$ cat src/rtl/fixed_mul_seq.sv
// fixed_mul_seq: sequential radix-2 shift-add multiplier for denormalized
// 64-bit unsigned fractions (binary point above the MSB, values in [0,1)).
// The result is the upper W bits of the 2W-bit product, so it stays in [0,1).
//
// One operand pair is in flight at a time. It is accepted in IDLE. BUSY runs
// one shift-add iteration per cycle for W cycles. DONE holds the product
// until the consumer takes it.
//
// Optional build macro:
//   FXMUL_ROUND_EN - when defined, round half-up using the MSB of the
//                    discarded lower half. Otherwise the result is truncated.
module fixed_mul_seq #(
    parameter int W  = 64,
    parameter int CW = 7
) (
    input  logic         clk,
    input  logic         rst,
    input  logic         in_valid,
    output logic         in_ready,
    input  logic [W-1:0] u1,
    input  logic [W-1:0] u2,
    output logic         out_valid,
    input  logic         out_ready,
    output logic [W-1:0] prod,
    output logic         busy
);

    typedef enum logic [1:0] {
        IDLE = 2'd0,
        BUSY = 2'd1,
        DONE = 2'd2
    } state_t;

    // Count value during the final iteration; the edge that completes it
    // moves the machine to DONE.
    localparam logic [CW-1:0] LAST_ITER = CW'(W - 1);
    localparam logic [CW-1:0] CNT_ONE   = {{(CW-1){1'b0}}, 1'b1};

    state_t        state;
    state_t        state_nxt;
    logic [CW-1:0] count;
    logic [CW-1:0] count_nxt;
    logic [W-1:0]  a_reg;      // latched multiplicand
    logic [W-1:0]  a_nxt;
    logic [W:0]    p_hi;       // upper partial product, one extra carry bit
    logic [W:0]    p_hi_nxt;
    logic [W-1:0]  p_lo;       // multiplier bits, gradually replaced by low product bits
    logic [W-1:0]  p_lo_nxt;
    logic [W:0]    sum;        // conditional add of the multiplicand
    logic [W-1:0]  prod_val;   // product as presented in DONE

    // Conditional add for the current iteration. The carry lands in bit W
    // and is absorbed by the following right shift.
    always_comb begin
        sum = {(W+1){1'b0}};
        if (p_lo[0]) begin
            sum = p_hi + {1'b0, a_reg};
        end else begin
            sum = p_hi;
        end
    end

    // Next-state and datapath update for the IDLE/BUSY/DONE sequencer.
    always_comb begin
        state_nxt = state;
        count_nxt = count;
        a_nxt     = a_reg;
        p_hi_nxt  = p_hi;
        p_lo_nxt  = p_lo;
        case (state)
            IDLE: begin
                // Only accept when in_ready is asserted. This keeps the
                // handshake honest in the first cycle after reset.
                if (in_valid && in_ready) begin
                    a_nxt     = u1;
                    p_lo_nxt  = u2;
                    p_hi_nxt  = {(W+1){1'b0}};
                    count_nxt = {CW{1'b0}};
                    state_nxt = BUSY;
                end else begin
                    state_nxt = IDLE;
                end
            end
            BUSY: begin
                // {p_hi, p_lo} = {sum, p_lo} >> 1 with zero fill.
                p_hi_nxt  = {1'b0, sum[W:1]};
                p_lo_nxt  = {sum[0], p_lo[W-1:1]};
                count_nxt = count + CNT_ONE;
                if (count == LAST_ITER) begin
                    state_nxt = DONE;
                end else begin
                    state_nxt = BUSY;
                end
            end
            DONE: begin
                if (out_ready) begin
                    state_nxt = IDLE;
                end else begin
                    state_nxt = DONE;
                end
            end
            default: begin
                state_nxt = IDLE;
            end
        endcase
    end

    // State, counter and datapath registers. Reset aborts any operation in flight.
    always_ff @(posedge clk or posedge rst) begin
        if (rst) begin
            state <= IDLE;
            count <= {CW{1'b0}};
            a_reg <= {W{1'b0}};
            p_hi  <= {(W+1){1'b0}};
            p_lo  <= {W{1'b0}};
        end else begin
            state <= state_nxt;
            count <= count_nxt;
            a_reg <= a_nxt;
            p_hi  <= p_hi_nxt;
            p_lo  <= p_lo_nxt;
        end
    end

    // Handshake and status flags, registered from the next state so they
    // stay aligned with the state register. Reset clears them, so in_ready
    // first rises on the edge after reset is released.
    always_ff @(posedge clk or posedge rst) begin
        if (rst) begin
            in_ready  <= 1'b0;
            out_valid <= 1'b0;
            busy      <= 1'b0;
        end else begin
            in_ready  <= (state_nxt == IDLE);
            out_valid <= (state_nxt == DONE);
            busy      <= (state_nxt == BUSY);
        end
    end

`ifdef FXMUL_ROUND_EN
    // Round half-up on the discarded lower half. The upper half never
    // exceeds 2^W-2, so the increment cannot overflow.
    always_comb begin
        prod_val = p_hi[W-1:0] + {{(W-1){1'b0}}, p_lo[W-1]};
    end
`else
    // Truncation: the upper half of the product is the result.
    always_comb begin
        prod_val = p_hi[W-1:0];
    end
`endif

    // Present the product only while it is valid. Otherwise drive zero.
    // The source registers do not change in DONE, so prod is stable
    // during a stall.
    always_comb begin
        prod = {W{1'b0}};
        if (out_valid) begin
            prod = prod_val;
        end else begin
            prod = {W{1'b0}};
        end
    end

endmodule

$ cat config.mk
export PLATFORM = sky130hd
export DESIGN_NAME = fixed_mul_seq
export DESIGN_NICKNAME = d
export VERILOG_FILES = /design/src/rtl/fixed_mul_seq.sv
export SDC_FILE = /design/constraint.sdc
export NUM_CORES = 1
export LEC_CHECK = 0
export BUFFER_PORTS_ARGS = -buffer_cell sky130_fd_sc_hd__buf_2
export CAP_MARGIN = 20
export CORE_ASPECT_RATIO = 1.25
export CORE_UTILIZATION = 35
export DETAILED_ROUTE_END_ITERATION = 7
export PLACE_DENSITY = 0.57
export SYNTH_ARGS = -nofsm -noshare
export SYNTH_HDL_FRONTEND = slang
export SYNTH_SLANG_ARGS = --single-unit
$ cat constraint.sdc
create_clock -name clk -period 8.3 [get_ports clk]
set_input_delay 0.415 -clock clk [delete_from_list [all_inputs] [get_ports clk]]
set_output_delay 0.415 -clock clk [all_outputs]
set_load 0.01 [all_outputs]
==> impl_metrics.csv, run 1 <==
group,metric,value,unit
placed_design,numPortBuffers,198,
flow_run,maxCapViolations,0,
global_route,antenna_found_initial,2,
clocking,clock_latency,0.56,ns
routing,first_pass_iters,5,
timing,report.final.slew_viol_count,0,
clocking,clockBufferDepth,3,
clocking,cts_tree,"yes",
timing,tightest_slew,0.8974,ns
timing,setup_viol,0,
synthesis,syn_inst,1495,
worst_setup_path,slowest_stage,"fa_1",
worst_setup_path,cp-end-kind,"flip-flop",
timing,hold_viol_final,0,
routing,drtIter0Drc,643,
cells_and_area,drive_gt1_share,17.20,%
cells_and_area,final_nets,1837,
timing,min_period_over_period,39.50,%
clocking,htree_levels,1,
routing,wire_per_inst,16.92,µm
worst_setup_path,critPathLaunchType,"flip-flop",
worst_setup_path,critical-path-top-delay-family,"compound AO/OA/AOI/OAI gates",
routing,drc,0,
timing,relSlewSlack,40.03,%
floorplanning,rows,77,
worst_setup_path,cp_cell_sequence,"ha_1 -> fa_1 -> a211oi_2 -> o21bai_2 -> o21ai_1 -> a21oi_2 -> nor3b_2 -> o41ai_4 -> a41oi_2 -> o31a_1 -> mux2i_1 -> o21ai_1",
run_status,status,"complete, no violations",
worst_setup_path,cp_max_fo,4,
synthesis,synth_area,0.01254,mm²
floorplanning,die_w,171.3,µm
synthesis,seq_area_frac_synth,40.72,%
worst_setup_path,critPathArrivalTime,3.68,ns
placed_design,gp_congestion,0.8838,
routing,num_vias,11206,
floorplanning,core_region_area,0.03536,mm²
floorplanning,ios,199,
timing,rsz0062_at_grt,"no",
synthesis,ys_ff_latch,204,
power,vdd_drop_max,0.0001509,V
synthesis,synthArstFlopShare,100.0,%
power,power,0.006139,W
floorplanning,die_area,0.03658,mm²
timing,tns,0,ns
placed_design,hpwl,24930,µm
worst_setup_path,cp.required,8.70,ns
power,power_density,413.4,mW/mm²
worst_setup_path,cp_common_cell,"o21ai_1",
global_route,grt_pass1_wl,57640,µm
synthesis,ys.flop_type,"dfrtp_1",
power,p_leak,7.433,nW
routing,antenna_left,0,
worst_setup_path,critPathMaxStageDelay,0.45,ns
cells_and_area,n_fill_cell,3653,
worst_setup_path,crit_buf_inv,0,
global_route,grt_max_degree,147,
floorplanning,chipHeight,213.6,µm
timing,fin_crit,3.278,ns
routing,via_per_inst,5.259,
synthesis,synth_edf_count,0,
synthesis,syn_avg_cell_area,8.385,µm²
synthesis,syn-num-nets,1693,
clocking,clkSlewWorstSetupHoldPaths,0.06,ns
timing,max_freq,0.3050,GHz
cells_and_area,antennaDiodeCount,0,
clocking,cts_buffers,25,
routing,wl,36070,µm
global_route,grt_pass1_vias,11178,
cells_and_area,area_growth,18.46,%
synthesis,yosysUniqueCellTypes,64,
global_route,overflow,0,
timing,finalClockSkew,0.01122,ns
worst_setup_path,crit_type,"flip-flop to flip-flop",
global_route,track_usage,19.67,%
clocking,root_buffer,"clkbuf_16",
worst_hold_path,hp-class,"input port to flip-flop",
synthesis,yosysWarningCount,0,
floorplanning,initial_core_util,35.45,%
clocking,cts_sinks,204,
==> cells in the mapped netlist, types with 6 or more instances <==
cell type	number	share of area, %
xnor2_1	36	2.5
clkbuf_1	74	2.2
nand2b_1	6	0.30
and3_1	12	0.60
o21ai_1	31	1.2
a31oi_1	8	0.40
mux2i_1	24	1.9
and2_1	70	3.5
xor2_1	19	1.3
nand2_1	395	12
o211ai_1	7	0.42
nor3_1	8	0.32
nor2_1	39	1.2
buf_1	14	0.42
a21o_1	47	2.8
dfrtp_1	204	41
inv_1	18	0.54
ha_1	65	6.5
nand4_1	21	1.0
nand3_1	35	1.4
o21bai_1	16	0.96
o21ai_0	84	3.4
a21oi_1	94	3.8
a22oi_1	94	5.6
==> report_power, final <==
group | total, W | leakage, nW | switching (W) | internal (W)
clock | 0.00117 | 0.412 | 0.000471 | 0.000700
sequential | 0.00182 | 2.58 | 0.000371 | 0.00145
combinational | 0.00315 | 4.44 | 0.00187 | 0.00128
total | 0.00614 | 7.43 | 0.00271 | 0.00343
==> worst min-delay path, cell delays in order <==
cell and delay, ns:
buf_2 0.07, nand2_1 0.04, nand2_1 0.04
==> timing repair <==
| item | in CTS | in global routing |
|---|---|---|
| gates resized for setup | 0 | 0 |
| endpoints found under the setup margin | 0 | 0 |
| endpoints found under the hold margin | 0 | 71 |
| buffers inserted | 0 | 0 |
| hold buffers | 0 | 1 |
==> routing by layer <==
layer	global-route usage, %	vias to the layer above	part of all wire, %
met1	24.22	5374	43
met5	0	-	0.036
met3	2.602	71	3.7
li1	-	5520	-
met4	6.958	2	2.8
met2	35.03	239	51
==> area by class of cell <==
type | count | area [µm²] | share of cell area, %
repair buffers | 210 | 1149 | 7.734
well taps | 474 | 593.1 | 3.994
clock inverters | 16 | 217.7 | 1.466
multi-input cells | 1179 | 7044 | 47.43
clock buffers | 29 | 660.6 | 4.449
flip-flops and latches | 204 | 5107 | 34.39
inverters | 19 | 78.83 | 0.5308
==> per-stage QoR <==
stage / std cells / instance area [µm²] / utilization [%] / hold WS (ns) / setup slack (ns)
global route: 2131 / 14850 / 42.00 / 0.01954 / 4.802
detailed placement: 2081 / 13870 / 39.22 / 0.4639 / 5.013
floorplan: 1495 / 12540 / - / 0.4463 / 2.318
CTS: 2126 / 14750 / 41.70 / 0.01347 / 4.988
finish: 2131 / 14850 / 42.00 / 0.04474 / 5.022
global placement: 2081 / 13870 / 39.22 / 0.4579 / 5.108
==> kinds of logic after synthesis <==
kind of cell / after synthesis / share of synthesized area, %
AND/OR/NAND/NOR: 610 / 21.58
AO/OA/AOI/OAI: 424 / 21.89
flip-flops: 204 / 40.72
buffers and inverters: 112 / 3.403
adder cells (fa/ha/maj): 66 / 6.647
XOR/XNOR: 55 / 3.843
multiplexers: 24 / 1.916
==> final timing paths <==
| path | start | end | slack (ns) | depth (start not counted) |
|---|---|---|---|---|
| worst max-delay path | p_hi[0]$_DFFE_PP0P_ | p_hi[61]$_DFFE_PP0P_ | 5.02 | 12 |
| worst min-delay path | u1[59] | a_reg[59]$_DFFE_PP0P_ | 0.04 | 3 |
| worst max register to register | p_hi[0]$_DFFE_PP0P_ | p_hi[61]$_DFFE_PP0P_ | 5.02 | 12 |
| worst min register to register | p_lo[1]$_DFFE_PP0P_ | p_lo[1]$_DFFE_PP0P_ | 0.48 | 2 |
| max in group asynchronous | rst | p_lo[0]$_DFFE_PP0P_ | 6.21 | 5 |
| min in group asynchronous | rst | p_lo[42]$_DFFE_PP0P_ | 0.45 | 3 |
==> placed cells by master, fill, tap and decap left out, types with 34 or more instances in the layout <==
cell / count
a21o_1: 47
a21oi_1: 94
a22oi_1: 94
and2_1: 70
buf_2: 198
dfrtp_1: 202
ha_1: 65
nand2_1: 395
nand3_1: 34
nor2_1: 37
o21ai_0: 84
xnor2_1: 36
(Power assumes the default switching activity.)
==> run 2, diff against run 1 <==
--- a/config.mk
+++ b/config.mk
@@ -10,7 +10,7 @@
 export CORE_ASPECT_RATIO = 1.25
 export CORE_UTILIZATION = 35
 export DETAILED_ROUTE_END_ITERATION = 7
-export PLACE_DENSITY = 0.57
+export PLACE_DENSITY = 0.59
 export SYNTH_ARGS = -nofsm -noshare
 export SYNTH_HDL_FRONTEND = slang
 export SYNTH_SLANG_ARGS = --single-unit
==> constraint.sdc (replaced) <==
create_clock -name clk -period 2.8 [get_ports clk]
set_input_delay 0.14 -clock clk [delete_from_list [all_inputs] [get_ports clk]]
set_output_delay 0.14 -clock clk [all_outputs]
set_load 0.01 [all_outputs]
==> run 2 against run 1 <==
Net effect: the flow now finishes with violations (negative setup slack); die area unchanged; setup slack got worse by 5.1 ns; total power increased to 3.4 times the previous value; clock skew increased by 0.011 ns; global-route usage increased by 2.0 points; clock power increased to 2.8 times the previous value; flip-flop and latch count unchanged; critical path type unchanged; first-iteration DRC count increased by 7.0%; hold slack improved by 0.072 ns; non-clock buffer count increased by 275.
==> impl_metrics.csv, run 2 (synthesis results as in run 1) <==
group,metric,value,unit
worst_setup_path,cp-end-kind,"flip-flop",
clocking,clock_latency,0.55,ns
timing,tns,-0.5602,ns
floorplanning,chipHeight,213.6,µm
global_route,grt_pass1_wl,63580,µm
clocking,htree_levels,1,
global_route,grt_pass1_vias,12666,
routing,antenna_left,0,
floorplanning,rows,77,
global_route,overflow,0,
worst_setup_path,crit_type,"flip-flop to flip-flop",
clocking,cts_buffers,24,
timing,setup_viol,13,
timing,finalClockSkew,0.02233,ns
worst_setup_path,r2r_slack,-0.09,ns
cells_and_area,drive_gt1_share,25.96,%
cells_and_area,stdcell_count,2404,
cells_and_area,area_growth,41.58,%
placed_design,place_inst,2218,
worst_setup_path,worstReg2RegEnd,"p_hi[61]$_DFFE_PP0P_",
power,vdd_drop_max,0.0005315,V
routing,num_vias,12339,
routing,via_per_inst,5.133,
global_route,antenna_found_initial,0,
worst_setup_path,critPathArrivalTime,3.30,ns
timing,rsz0062_at_grt,"yes",
timing,max_freq,0.3465,GHz
clocking,cts_sinks,204,
clocking,cts_tree,"yes",
floorplanning,core_region_area,0.03536,mm²
power,p_leak,8.793,nW
run_status,failed_checks,"negative setup slack",
timing,report.final.slew_viol_count,0,
clocking,clockBufferDepth,3,
placed_design,numPortBuffers,198,
floorplanning,initial_core_util,35.45,%
worst_setup_path,cp_max_fo,3,
routing,drtIter0Drc,688,
floorplanning,die_area,0.03658,mm²
routing,wl,39430,µm
routing,drc,0,
timing,relSlewSlack,55.37,%
routing,wire_per_inst,16.40,µm
worst_hold_path,hp-class,"input port to async pin",
timing,hold_viol_final,0,
cells_and_area,antennaDiodeCount,0,
placed_design,hpwl,27890,µm
timing,fin_crit,2.886,ns
cells_and_area,layout_commonest_cell,"nand2_1",
run_status,status,"complete, but fails checks",
floorplanning,die_w,171.3,µm
timing,tightest_slew,0.6695,ns
worst_setup_path,cp.required,3.21,ns
cells_and_area,mostFrequentLayoutCells,"394 x nand2_1, 202 x dfrtp_1, 198 x buf_2",
routing,first_pass_iters,5,
worst_setup_path,timing.rr.start,"a_reg[0]$_DFFE_PP0P_",
timing,min_period_over_period,103.1,%
flow_run,maxCapViolations,0,
clocking,root_buffer,"clkbuf_16",
global_route,grt_max_degree,129,
worst_setup_path,r2r_cells,13,
worst_setup_path,critPathLaunchType,"flip-flop",
placed_design,gp_congestion,0.8809,
cells_and_area,final_nets,2111,
timing,setup_ws,-0.08613,ns
clocking,clkSlewWorstSetupHoldPaths,0.06,ns
global_route,track_usage,21.71,%
floorplanning,ios,199,
power,power_density,1192,mW/mm²
==> run 2: cell count changes in the layout (fill, tap and decap cells not counted), moves of 7 or more <==
cell	change
dlygate4sd3_1	+129
xnor2_1	-7
xnor2_2	+7
ha_4	+11
ha_1	-14
buf_6	+9
a21oi_2	+11
o21ai_0	-10
o21ai_2	+8
buf_4	+137
a21oi_1	-16
==> run 2: worst max path at each step <==
stage,startpoint,endpoint,slack (ns),cells after the start
after floorplan,rst,a_reg[0]$_DFFE_PP0P_,0.02,1
after global placement,a_reg[0]$_DFFE_PP0P_,p_hi[55]$_DFFE_PP0P_,-0.22,12
after detailed placement,a_reg[0]$_DFFE_PP0P_,p_hi[59]$_DFFE_PP0P_,-0.19,12
after CTS,a_reg[0]$_DFFE_PP0P_,p_hi[61]$_DFFE_PP0P_,-0.04,13
after global routing,p_hi[0]$_DFFE_PP0P_,p_hi[61]$_DFFE_PP0P_,-0.24,13
final,a_reg[0]$_DFFE_PP0P_,p_hi[61]$_DFFE_PP0P_,-0.09,13
==> run 2: where the power goes <==
part,total (W),leakage [nW],internal [W],switching [W]
Clock,0.00324,0.406,0.00193,0.00131
Sequential,0.00535,2.58,0.00430,0.00105
Combinational,0.0126,5.81,0.00593,0.00663
Total,0.0211,8.79,0.0122,0.00900
==> run 2: worst max-delay path, stage by stage, from the launching register on <==
cell	delay [ns]
dfrtp_1	0.35
ha_2	0.19
fa_2	0.23
a211oi_4	0.07
o21bai_2	0.23
o21ai_2	0.09
a21oi_2	0.21
nor3b_2	0.06
buf_4	0.15
o41ai_4	0.34
a41oi_2	0.19
o31a_1	0.35
mux2i_1	0.18
o21ai_1	0.09
==> run 2: routing by layer <==
| layer | part of all wire, % | GRT usage, % | vias up |
|---|---|---|---|
| met2 | 52 | 40.38 | 271 |
| met3 | 3.2 | 2.510 | 76 |
| li1 | - | - | 6058 |
| met1 | 42 | 25.33 | 5934 |
| met4 | 3.1 | 8.128 | 0 |
| met5 | 0 | 0 | - |
==> run 2: per-stage QoR <==
step | util, % | worst slack, ns | cell area, µm² | hold WS [ns] | power [W]
4_1_cts | 49.18 | -0.04292 | 17390 | 0.1028 | 0.02046
6_report | 50.20 | -0.08613 | 17750 | 0.1170 | 0.02115
5_1_grt | 50.20 | -0.2442 | 17750 | 0.1329 | 0.02281
2_1_floorplan | - | 0.01572 | 12540 | 0.2383 | 0.01240
3_5_place_dp | 42.25 | -0.1877 | 14940 | 0.1475 | 0.01637
3_3_place_gp | 42.25 | -0.2181 | 14940 | 0.1438 | 0.01621
==> run 2: area by class of cell <==
type / count / area (µm²)
repair buffers: 485 / 3555
multi-input cells: 1179 / 7592
inverters: 19 / 75.07
clock inverters: 10 / 131.4
fillers: 3416 / 17610
flip-flops and latches: 204 / 5107
well taps: 474 / 593.1
clock buffers: 33 / 694.4
==> run 2: repair_timing <==
item	CTS	global route
hold buffers	130	0
setup buffers	9	13
resized for setup	44	67
hold endpoints to repair	317	0
setup endpoints to repair	31	30
pin swaps	32	56
==> run 3, diff against run 2 <==
--- a/config.mk
+++ b/config.mk
@@ -5,12 +5,15 @@
 export SDC_FILE = /design/constraint.sdc
 export NUM_CORES = 1
 export LEC_CHECK = 0
+export ABC_AREA = 1
 export BUFFER_PORTS_ARGS = -buffer_cell sky130_fd_sc_hd__buf_2
 export CAP_MARGIN = 20
 export CORE_ASPECT_RATIO = 1.25
 export CORE_UTILIZATION = 35
 export DETAILED_ROUTE_END_ITERATION = 7
-export PLACE_DENSITY = 0.59
+export PLACE_DENSITY = 0.58
+export REMOVE_ABC_BUFFERS = 1
+export SLEW_MARGIN = 5
 export SYNTH_ARGS = -nofsm -noshare
 export SYNTH_HDL_FRONTEND = slang
 export SYNTH_SLANG_ARGS = --single-unit
==> run 3 against run 2 <==
Net effect: synthesized cell count rose by 60%; global-route usage increased by 3.1 points; register-to-register slack improved by 0.28 ns; hold slack about the same; the run now ends clean; clock skew is essentially flat; die area grew 18%; combinational power up 21%; via count grew 26%; total power is 14% higher; clock power increased by 3%; sequential power grew 3.7%.
==> impl_metrics.csv, run 3 <==
group,metric,value,unit
power,vdd_drop_max,0.0006144,V
synthesis,synth_top_area_share,34.33,%
timing,report.final.slew_viol_count,0,
synthesis,synthTopCellsByCount,"1,083 x nand2_1, 402 x inv_1, 204 x dfrtp_1, 189 x nor2_1, 68 x nand3_1",
cells_and_area,layout_commonest_cell,"nand2_1",
routing,drtIter0Drc,1107,
synthesis,synth_area,0.01487,mm²
floorplanning,rows,84,
timing,tns,0,ns
worst_hold_path,holdPathEnd,"state[0]$_DFF_PP0_",
floorplanning,die_w,186.4,µm
synthesis,syn_avg_cell_area,6.204,µm²
placed_design,gp_congestion,0.9773,
synthesis,synth_edf_count,0,
worst_setup_path,cp-end-kind,"flip-flop",
worst_hold_path,hp-start,"in_valid",
clocking,htree_levels,1,
power,pwr-share-clk,13.8,%
run_status,status,"complete, no violations",
global_route,grt_max_degree,111,
power,p_int,0.01135,W
cells_and_area,drive_gt1_share,11.57,%
worst_hold_path,hp-class,"input port to flip-flop",
worst_setup_path,worstReg2RegEnd,"p_hi[45]$_DFFE_PP0P_",
placed_design,numPortBuffers,198,
synthesis,yosys-top-cells-area,"dfrtp_1 34%, nand2_1 27%, inv_1 10%",
global_route,track_usage,24.80,%
routing,drc,0,
power,p_switching,0.01279,W
timing,tightest_slew,0.9869,ns
clocking,cts_tree,"yes",
synthesis,seq_area_frac_synth,34.33,%
floorplanning,ios,199,
synthesis,synth_top_area_cell,"dfrtp_1",
synthesis,synthArstFlopShare,100.0,%
power,p_sw_share,52.98,%
worst_setup_path,crit_type,"flip-flop to flip-flop",
global_route,grt_pass1_wl,84230,µm
floorplanning,chipHeight,232.5,µm
cells_and_area,n_fill_cell,4501,
timing,hold_ws,0.1172,ns
routing,wire_per_inst,16.42,µm
timing,fin_crit,2.605,ns
placed_design,hpwl,41350,µm
timing,min_period_over_period,93.04,%
cells_and_area,antennaDiodeCount,0,
worst_setup_path,timing.rr.start,"p_hi[0]$_DFFE_PP0P_",
global_route,overflow,0,
power,power_density,1289,mW/mm²
worst_setup_path,critPathLaunchType,"flip-flop",
timing,finalClockSkew,0.02194,ns
routing,via_per_inst,4.737,
floorplanning,die_area,0.04332,mm²
worst_hold_path,whs_path_depth,4,
synthesis,ys_ff_latch,204,
cells_and_area,stdcell_count,3290,
clocking,cts_buffers,25,
synthesis,yosysUniqueCellTypes,36,
timing,setup_ws,0.1948,ns
worst_setup_path,critPathArrivalTime,3.05,ns
cells_and_area,multiInputGateArea,0.007949,mm²
synthesis,synth_most_common_cell,"nand2_1",
global_route,antenna_found_initial,0,
clocking,clockBufferDepth,3,
power,seqPwrFrac,23.0,%
cells_and_area,area_growth,25.89,%
synthesis,yosysWarningCount,0,
worst_setup_path,cp_max_fo,4,
timing,hold_viol_final,0,
timing,setup_viol,0,
synthesis,ys.flop_type,"dfrtp_1",
cells_and_area,mostFrequentLayoutCells,"1,083 x nand2_1, 399 x inv_1, 202 x dfrtp_1",
global_route,grt_pass1_vias,15426,
clocking,cts_sinks,204,
floorplanning,initial_core_util,35.46,%
routing,wl,54020,µm
cells_and_area,area.sequential,0.005107,mm²
worst_setup_path,r2r_cells,16,
timing,rsz0062_at_grt,"no",
flow_run,maxCapViolations,0,
power,power,0.02413,W
power,power_frac_comb,63.2,%
worst_setup_path,cp.required,3.24,ns
power,p_leak,11.14,nW
routing,first_pass_iters,5,
clocking,root_buffer,"clkbuf_16",
timing,relSlewSlack,34.21,%
cells_and_area,final_nets,2911,
clocking,clock_latency,0.57,ns
routing,num_vias,15585,
placed_design,pre_cts_ws,0.1471,ns
placed_design,place_inst,3115,
worst_setup_path,r2r_slack,0.19,ns
floorplanning,core_region_area,0.04194,mm²
clocking,clkSlewWorstSetupHoldPaths,0.06,ns
routing,antenna_left,0,
synthesis,syn_inst,2397,
timing,max_freq,0.3839,GHz
run 3: logic make-up after synthesis:
kind of cell	count (synthesis)	share of synthesized area [%]
AOI/OAI and AO/OA	217	8.657
xor gates and xnor gates	28	1.649
adders and majority gates	66	5.603
buffers and inverters	477	12.36
DFF	204	34.33
and+or+nand+nor	1405	37.41
run 3: final cells by class:
type	count	area share (%)
multi-input cells	1716	42.46
flip-flops and latches	204	27.28
repair buffers	360	13.93
inverters	406	8.180
well taps	559	3.736
clock buffers	32	3.589
clock inverters	13	0.8287
run 3: repair_timing:
| action | CTS | global route |
|---|---|---|
| endpoints found under the setup margin | 0 | 3 |
| hold buffers | 130 | 0 |
| buffers inserted | 0 | 0 |
| hold endpoints to repair | 229 | 0 |
| gates resized for setup | 0 | 1 |
run 3: worst max-delay path, cell delays in order (launching register included):
cell and delay, ns:
dfrtp_1 0.40, ha_1 0.26, fa_2 0.41, nand3_1 0.12, nand3_2 0.12, nand2_1 0.09
nand2_1 0.14, nand2_1 0.09, nand2_1 0.13, nand2_1 0.11, nand2_2 0.11, nand2_1 0.12
nand2_1 0.05, nand2_1 0.05, nand3_1 0.11, nand2_1 0.11, nand2_1 0.05
run 3: routing by layer:
layer  GRT usage [%]  part of all wire, %  up-vias
met5               0                    0        -
met4           10.36                  4.1        0
met3           2.051                  3.3      100
met2           44.59                   50      344
met1           30.37                   43     7230
li1                -                    -     7911
run 3: stage by stage:
step	utilization [%]	cell area (µm²)
floorplan	-	14560
global placement	39.56	16590
detailed placement	39.56	16590
CTS	44.64	18720
global route	44.64	18720
finish	44.64	18720
run 3: worst max path at each step:
stage                                     from              endpoint  slack, ns  cells past startpoint
final                      p_hi[0]$_DFFE_PP0P_  p_hi[45]$_DFFE_PP0P_       0.19                     16
after global routing       p_hi[0]$_DFFE_PP0P_  p_hi[45]$_DFFE_PP0P_       0.03                     16
after global placement    a_reg[0]$_DFFE_PP0P_  p_hi[43]$_DFFE_PP0P_       0.13                     16
after detailed placement   p_hi[0]$_DFFE_PP0P_  p_hi[45]$_DFFE_PP0P_       0.15                     16
after CTS                  p_hi[0]$_DFFE_PP0P_  p_hi[45]$_DFFE_PP0P_       0.12                     16
after floorplan             in_ready$_DFF_PP0_  p_hi[17]$_DFFE_PP0P_      -4.30                      4
run 3: power by group through the flow:
| stage | logic, W | clock network (W) | registers [W] |
|---|---|---|---|
| after floorplan | 0.0101 | 0 | 0.00525 |
| after global routing | 0.0172 | 0.00355 | 0.00573 |
| after global placement | 0.0150 | 0 | 0.00554 |
| after detailed placement | 0.0151 | 0 | 0.00557 |
| final | 0.0152 | 0.00334 | 0.00555 |
| after CTS | 0.0153 | 0.00344 | 0.00554 |
